===== src/rtl/icache_fetch_unit.sv =====
`default_nettype none
// ============================================================================
// Module      : icache_fetch_unit
// Description : Direct-mapped, read-only instruction cache for the IF stage.
//               A hit returns the instruction combinationally. A miss raises
//               BUSYWAIT, refills one 128-bit block from instruction memory
//               and then retries the access from IDLE.
// Ports       : CLK, RESET (async, active-high)
//               READ, ADDRESS[31:0]        - fetch request from the PC
//               INSTRUCTION[31:0], BUSYWAIT - result / stall to the pipeline
//               MEM_READ, MEM_BLOCK_ADDR[27:0], MEM_READDATA[127:0],
//               MEM_BUSYWAIT               - block refill handshake
//               HIT_COUNT, MISS_COUNT       - saturating performance counters
// Revision    : 1.0 - initial release
// ============================================================================
module icache_fetch_unit #(
   parameter int INDEX_BITS = 3,
   parameter int CNT_WIDTH  = 32
) (
   input  logic                 CLK,
   input  logic                 RESET,
   input  logic                 READ,
   input  logic [31:0]          ADDRESS,
   output logic [31:0]          INSTRUCTION,
   output logic                 BUSYWAIT,
   output logic                 MEM_READ,
   output logic [27:0]          MEM_BLOCK_ADDR,
   input  logic [127:0]         MEM_READDATA,
   input  logic                 MEM_BUSYWAIT,
   output logic [CNT_WIDTH-1:0] HIT_COUNT,
   output logic [CNT_WIDTH-1:0] MISS_COUNT
);

   localparam int TAG_BITS   = 28 - INDEX_BITS;
   localparam int NUM_BLOCKS = 1 << INDEX_BITS;
   localparam logic [CNT_WIDTH-1:0] CNT_ONE = {{(CNT_WIDTH-1){1'b0}}, 1'b1};

   localparam logic [1:0] S_IDLE   = 2'd0;
   localparam logic [1:0] S_FETCH  = 2'd1;
   localparam logic [1:0] S_UPDATE = 2'd2;

   logic [1:0]            state_q, state_d;
   logic [NUM_BLOCKS-1:0] valid_q, valid_d;
   logic [TAG_BITS-1:0]   tag_q  [NUM_BLOCKS];
   logic [TAG_BITS-1:0]   tag_d  [NUM_BLOCKS];
   logic [127:0]          data_q [NUM_BLOCKS];
   logic [127:0]          data_d [NUM_BLOCKS];
   logic [27:0]           miss_block_q, miss_block_d;
   logic [127:0]          fill_q, fill_d;
   logic [CNT_WIDTH-1:0]  hit_cnt_q, hit_cnt_d;
   logic [CNT_WIDTH-1:0]  miss_cnt_q, miss_cnt_d;

   logic [1:0]            word_sel;
   logic [INDEX_BITS-1:0] index;
   logic [TAG_BITS-1:0]   tag;
   logic [INDEX_BITS-1:0] fill_index;
   logic [TAG_BITS-1:0]   fill_tag;
   logic [127:0]          cur_block;
   logic                  lookup_match;
   logic                  access_idle;
   logic                  hit;
   logic                  miss;
   logic                  addr_unused;

   assign word_sel   = ADDRESS[3:2];
   assign index      = ADDRESS[4 +: INDEX_BITS];
   assign tag        = ADDRESS[31 -: TAG_BITS];
   assign fill_index = miss_block_q[INDEX_BITS-1:0];
   assign fill_tag   = miss_block_q[27 -: TAG_BITS];
   assign cur_block  = data_q[index];
   // Byte offset within a word is irrelevant to an instruction fetch.
   assign addr_unused = ^ADDRESS[1:0];

   // Lookups are only evaluated in IDLE; RESET masks them so that all
   // outputs are quiet for as long as reset is held.
   assign lookup_match = valid_q[index] && (tag_q[index] == tag);
   assign access_idle  = !RESET && (state_q == S_IDLE) && READ;
   assign hit          = access_idle && lookup_match;
   assign miss         = access_idle && !lookup_match;

   // ---------------------------------------------------------------- state
   always_ff @(posedge CLK or posedge RESET) begin
      if (RESET) begin
         state_q <= S_IDLE;
      end else begin
         state_q <= state_d;
      end
   end

   // ----------------------------------------------------------- next state
   always_comb begin
      state_d = state_q;
      case (state_q)
         S_IDLE:   if (miss)          state_d = S_FETCH;
         S_FETCH:  if (!MEM_BUSYWAIT) state_d = S_UPDATE;
         S_UPDATE:                    state_d = S_IDLE;
         default:                     state_d = S_IDLE;
      endcase
   end

   // -------------------------------------------------------------- outputs
   // FETCH and UPDATE stall unconditionally: the latched refill always
   // completes, whatever the PC does meanwhile.
   always_comb begin
      INSTRUCTION    = 32'h0;
      BUSYWAIT       = 1'b0;
      MEM_READ       = 1'b0;
      MEM_BLOCK_ADDR = 28'h0;
      if (!RESET) begin
         case (state_q)
            S_IDLE: begin
               BUSYWAIT = miss;
               if (hit) INSTRUCTION = cur_block[{word_sel, 5'b0} +: 32];
            end
            S_FETCH: begin
               MEM_READ       = 1'b1;
               MEM_BLOCK_ADDR = miss_block_q;
               BUSYWAIT       = 1'b1;
            end
            S_UPDATE: BUSYWAIT = 1'b1;
            default: ;
         endcase
      end
   end

   // ------------------------------------------------------------- datapath
   always_comb begin
      valid_d      = valid_q;
      tag_d        = tag_q;
      data_d       = data_q;
      miss_block_d = miss_block_q;
      fill_d       = fill_q;
      hit_cnt_d    = hit_cnt_q;
      miss_cnt_d   = miss_cnt_q;

      if (miss) begin
         miss_block_d = ADDRESS[31:4];
         if (miss_cnt_q != '1) miss_cnt_d = miss_cnt_q + CNT_ONE;
      end
      if (hit && (hit_cnt_q != '1)) hit_cnt_d = hit_cnt_q + CNT_ONE;

      // Memory data is valid in the same cycle MEM_BUSYWAIT drops.
      if ((state_q == S_FETCH) && !MEM_BUSYWAIT) fill_d = MEM_READDATA;

      if (state_q == S_UPDATE) begin
         valid_d[fill_index] = 1'b1;
         tag_d[fill_index]   = fill_tag;
         data_d[fill_index]  = fill_q;
      end
   end

   always_ff @(posedge CLK or posedge RESET) begin
      if (RESET) begin
         valid_q      <= '0;
         miss_block_q <= 28'h0;
         fill_q       <= 128'h0;
         hit_cnt_q    <= '0;
         miss_cnt_q   <= '0;
      end else begin
         valid_q      <= valid_d;
         miss_block_q <= miss_block_d;
         fill_q       <= fill_d;
         hit_cnt_q    <= hit_cnt_d;
         miss_cnt_q   <= miss_cnt_d;
      end
   end

   // Tag and data arrays need no reset: the valid bits qualify them.
   always_ff @(posedge CLK) begin
      tag_q  <= tag_d;
      data_q <= data_d;
   end

   assign HIT_COUNT  = hit_cnt_q;
   assign MISS_COUNT = miss_cnt_q;

endmodule
`default_nettype wire


===== config.mk =====
export PLATFORM = sky130hd
export DESIGN_NAME = icache_fetch_unit
export DESIGN_NICKNAME = d
export VERILOG_FILES = /design/src/rtl/icache_fetch_unit.sv
export SDC_FILE = /design/constraint.sdc
export NUM_CORES = 2
export LEC_CHECK = 0
export CORE_UTILIZATION = 30
export CTS_CLUSTER_DIAMETER = 40
export CTS_CLUSTER_SIZE = 10
export DETAILED_ROUTE_END_ITERATION = 8
export GPL_TIMING_DRIVEN = 0
export PLACE_DENSITY = 0.46
export SYNTH_ARGS = -nofsm -noshare
export SYNTH_HDL_FRONTEND = slang
export SYNTH_SLANG_ARGS = --single-unit

===== constraint.sdc =====
create_clock -name CLK -period 13.42 [get_ports CLK]
set_input_delay 2.013 -clock CLK [delete_from_list [all_inputs] [get_ports CLK]]
set_output_delay 2.013 -clock CLK [all_outputs]
set_load 0.01 [all_outputs]

After elaboration in Yosys (flattened, before gate mapping)
Cells that the tools add are included.
{"block": "word_totals", "elab_cells": 85, "output_inout_bits": 126, "ff_bits": 1454, "input_bits": 164}
{"block": "classes", "bitwise": 3, "add_sub_neg": 2, "n_reduce_logical": 16, "order_cmp": 6, "shift": 1, "muxes": 28, "n_eq_ne": 7}
{"operator": "bitwise mux 1024 bit", "n": 1}
{"operator": "binary-select mux 128 bit (select 3 bit)", "n": 1}
{"operator": "demux 128 bit (select 3 bit)", "n": 1}
{"operator": "two-way mux 128 bit", "n": 3}
{"operator": "bitwise mux 200 bit", "n": 1}
{"operator": "indexed part select 128 x 8 -> 32 bit", "n": 1}
{"operator": "two-way mux 32 bit", "n": 3}
{"operator": "binary-select mux 25 bit (select 3 bit)", "n": 1}
{"operator": "demux 25 bit (select 3 bit)", "n": 1}
{"operator": "two-way mux 25 bit", "n": 3}
{"operator": "adder 32 x 1 -> 32 bit (second input constant)", "n": 2}
{"operator": "inequality test 32 bit (second input constant)", "n": 2}
{"operator": "two-way mux 28 bit", "n": 2}
{"operator": "equality test 25 bit", "n": 1}
{"operator": "logical AND 1 bit", "n": 9}
{"operator": ">= comparator 4 bit (second input constant)", "n": 2}
{"operator": "< comparator 3 x 4 -> 1 bit (second input constant)", "n": 2}
{"operator": "inverter 3 -> 4 bit", "n": 2}
{"operator": "OR 8 bit", "n": 1}
{"operator": "two-way mux 1 bit", "n": 5}
{"operator": "< comparator 4 x 1 -> 1 bit (second input constant)", "n": 1}
{"operator": "two-way mux 2 bit", "n": 2}
{"operator": "inequality test 2 bit (second input constant)", "n": 2}
{"operator": "one-hot mux 2 bit (2 select lines)", "n": 1}
{"operator": "other kinds (10)", "n": 13}

Longest topological paths before layout
{"block": "logic_depth", "word_depth": 10, "depth_mapped": 13, "mapped_depth_nobuf": 8}

Worst setup path after synthesis
OpenSTA, ideal clock, no wires.
{"block": "synth_timing", "path_type": "reg-to-reg", "from": "register state_q[0]", "to": "register valid_q[0]", "setup_slack_ns": 1.223, "n_path_buf": 0, "path_stages_with_launch": 6, "arrival_time_ns": 12.066, "required_time_ns": 13.289, "cell_sequence": "dfrtp_1 inv_1 ha_1 nand2b_1 nor3_1 or2_2"}
{"block": "synth_between", "elab_chain_cells": 1}
{"item": "start, declared", "line_no": "42", "source": "logic [1:0] state_q, state_d;"}
{"item": "start signal, assigned", "line_no": "86", "source": "state_q <= state_d;"}
{"item": "equality test 2 bit", "line_no": "145", "source": "if (state_q == S_UPDATE) begin"}
{"item": "end signal, assigned", "line_no": "160", "source": "valid_q <= valid_d;"}
{"item": "end, declared", "line_no": "43", "source": "logic [NUM_BLOCKS-1:0] valid_q, valid_d;"}
No other way between the ends.
A chain may end at the register's enable or synchronous reset.

Final worst setup path
{"block": "layout_timing", "from": "input ADDRESS[5]", "to": "output INSTRUCTION[1]"}
{"block": "layout_between", "elab_chain_cells": 10, "word_cells_on_any_way": 16, "classes_between": "1 x eq/ne; 1 x shift; 11 x mux; 1 x bitwise; 2 x reduce/logical"}
{"item": "start, declared", "line_no": "23", "source": "input logic [31:0] ADDRESS,"}
{"item": "parallel branches: the longest is 7 deep, another holds binary-select mux 128 bit (select 3 bit)"}
{"item": "two-way mux 32 bit *", "line_no": "113", "source": "if (hit) INSTRUCTION = cur_block[{word_sel, 5'b0} +: 32];"}
{"item": "two-way mux 32 bit *", "line_no": "110", "source": "case (state_q)"}
{"item": "two-way mux 32 bit *", "line_no": "109", "source": "if (!RESET) begin"}
{"item": "end, declared", "line_no": "24", "source": "output logic [31:0] INSTRUCTION,"}
Every way passes the cells marked *. The select of a mux whose other input is x is not followed.

==> results.cfg <==
[timing]
setup_ws_ns = 4.60
timing.final.hold_violations = 0
period_share_pct = 65.8
post-route-min-period_ns = 8.82
tightestPinTransition_ns = 1.33
max_freq_mhz = 113
setup_tns_ns = 0
rsz0062_at_grt = false
setup_viol = 0
maxSlewViolCount = 0
relSlewSlack_pct = 11.1
finClkSkew_ns = 0.0443
hold-worst-slack_ns = 0.462

[finish]
layout-drive-gt1-share_pct = 31.8
fin_util_pct = 38.9
seq_area_mm2 = 0.0425
final_cell_area_mm2 = 0.0724
syn_to_final_growth_pct = 28.2
nFillCells = 16700
final_nets = 3391
instances_no_fill = 5904
multiInputGateArea_mm2 = 0.0134

[synth]
avgSynthCellArea_um2 = 21.7
syn_area_mm2 = 0.0565
seq_area_frac_synth_pct = 75.3
synth_largest_area_cell = edfxtp_1
synthArstFlopShare_pct = 15.8
synth-edff-count = 1224
ys_ff_latch = 1454
yosysWarnings = 0
synth.most_common_cell = edfxtp_1
synth_area_leaders = edfxtp_1, mux4_2, dfrtp_1
netlist_instances = 2601
ys_top_cells_by_count = edfxtp_1, mux4_2, dfrtp_1
ys_types = 46
syn_nets = 2773
synth_top_flop_cell = edfxtp_1
synth.top_cell.area_share_pct = 65.1

[placement]
portBuffers = 282
placed_cells = 5462
hpwlAfterDp_mm = 108
gp_congestion = 0.747
dp_slack_ns = 4.44
place_area_mm2 = 0.0642

[die]
start_util_pct = 30.3
die_y_um = 436
core_area_mm2 = 0.186
die_w_um = 436
num_rows = 158
ios = 290
dieArea_mm2 = 0.190

[clock_network]
tritoncts = built
cts_resized = 0
path_clk_slew_ns = 0.05
cts_buffers = 234
htree_levels = 4
cts_sinks = 1454
clock_path_buffers = 3
postCtsHoldBufs = 0
cts-root-buf = clkbuf_16
clkLatencyLatePin_ns = 0.83
post_cts_buffers = 0

[run_status]
outcome = complete, no violations

[drt]
first_pass_iters = 5
drc = 0
antenna_left = 0
wl_per_cell_um = 27.1
wl_mm = 160
vias_per_cell = 4.82
vias = 28500
drtIter0Drc = 1980

[power]
p_per_area_mw_per_mm2 = 200
total_power_mw = 14.5
p_leak_nw = 24.3
vdd_drop_max_uv = 119

[global_routing]
grt_pass1_vias = 30700
grt_start_max_net_pins = 109
grt_first_pass_wirelength_mm = 228
grt_overflow = 0
antenna_found_initial = 5
grt_use_total_pct = 16.8

[critical_path]
rr_worst_depth = 12
endpoint = INSTRUCTION[1]
cp-start-kind = input port
setup.worst_path.start = ADDRESS[5]
cp.arrival_ns = 6.81
crit_required_ns = 11.41
path_class = in2out
worstReg2RegEnd = data_q[1001]$_DFFE_PP_
reg2reg_from = state_q[0]$_DFFE_PP0P_
r2r_slack_ns = 9.76
critPathCaptureType = output pin
cp_max_fo = 10

[hold_path]
min-delay-start = valid_q[5]$_DFFE_PP0P_
hold_class = reg2reg

[job]
max_cap_viol_count = 0
[logic make-up (layout without fill, tap and decap cells)]
kind of cell | count (synthesis) | in the layout | share of synthesized area [%]
compound gates | 14 | 14 | 0.162
xor+xnor | 78 | 78 | 1.21
fa+ha+maj | 8 | 8 | 0.177
buf+inv | 137 | 959 | 1.08
flops | 1454 | 1454 | 75.3
mux | 595 | 595 | 19.0
other cells | 0 | 1 | 0
simple gates | 315 | 315 | 3.11
[area by class of cell]
class,instances,area share (%)
repair buffers,382,6.24
multi-input cells,1010,18.5
well taps,2480,4.29
plain buffers,126,0.786
inverters,11,0.0674
flip-flops and latches,1454,58.7
clock inverters,149,2.70
clock buffers,291,8.65
diodes,1,0.00346
[layout by cell type, fill, tap and decap left out, types with 10 or more instances in the layout]
cell,instances
buf_12,41
nor4_2,10
mux2_2,167
buf_16,12
edfxtp_1,1224
buf_1,32
mux4_2,365
buf_6,45
buf_2,28
clkbuf_16,237
xnor2_1,40
xor2_1,38
nor2_1,63
mux2i_1,57
nand3_1,45
inv_1,10
clkinv_2,25
nand4_1,25
and2_1,31
clkinv_4,18
clkinv_1,19
clkinvlp_4,24
clkdlybuf4s50_1,282
and3_1,18
nor3_1,28
bufinv_16,36
dfrtp_1,230
inv_6,20
or2_2,11
clkbuf_8,13
nand2_1,34
clkbuf_1,96
[per-layer routing]
layer,GRT usage (%),part of all wire (%)
met1,21.6,42
met2,29.4,52
met3,3.13,4.5
met4,3.93,1.7
met5,0,0.016
[worst max-delay path, stage by stage]
cell	delay (ns)
buf_2	0.20
buf_6	0.24
buf_4	0.26
buf_2	0.43
clkbuf_1	0.68
clkbuf_1	0.89
mux4_2	0.42
mux4_2	0.53
mux2i_1	0.50
nor2_1	0.11
clkdlybuf4s50_1	0.50
[flip-flops by register name, summed over array words and instances (netlist names)]
register,flops
data_q,1024
fill_q,128
MISS_COUNT,32
tag_q,200
HIT_COUNT,32
miss_block_q,28
valid_q,8
state_q,2
[power by group]
group,switching [mW],total (mW),internal [mW]
registers,0.673,6.78,6.10
clock network,2.16,6.17,4.01
logic,0.780,1.51,0.727
[how the worst min path moves through the flow]
stage	endpoint	depth (start not counted)
finish	valid_q[5]$_DFFE_PP0P_	1
global route	valid_q[3]$_DFFE_PP0P_	1
CTS	valid_q[4]$_DFFE_PP0P_	1
detailed placement	valid_q[0]$_DFFE_PP0P_	1
global placement	valid_q[0]$_DFFE_PP0P_	1
floorplan	valid_q[2]$_DFFE_PP0P_	1
(Power assumes the default switching activity.)
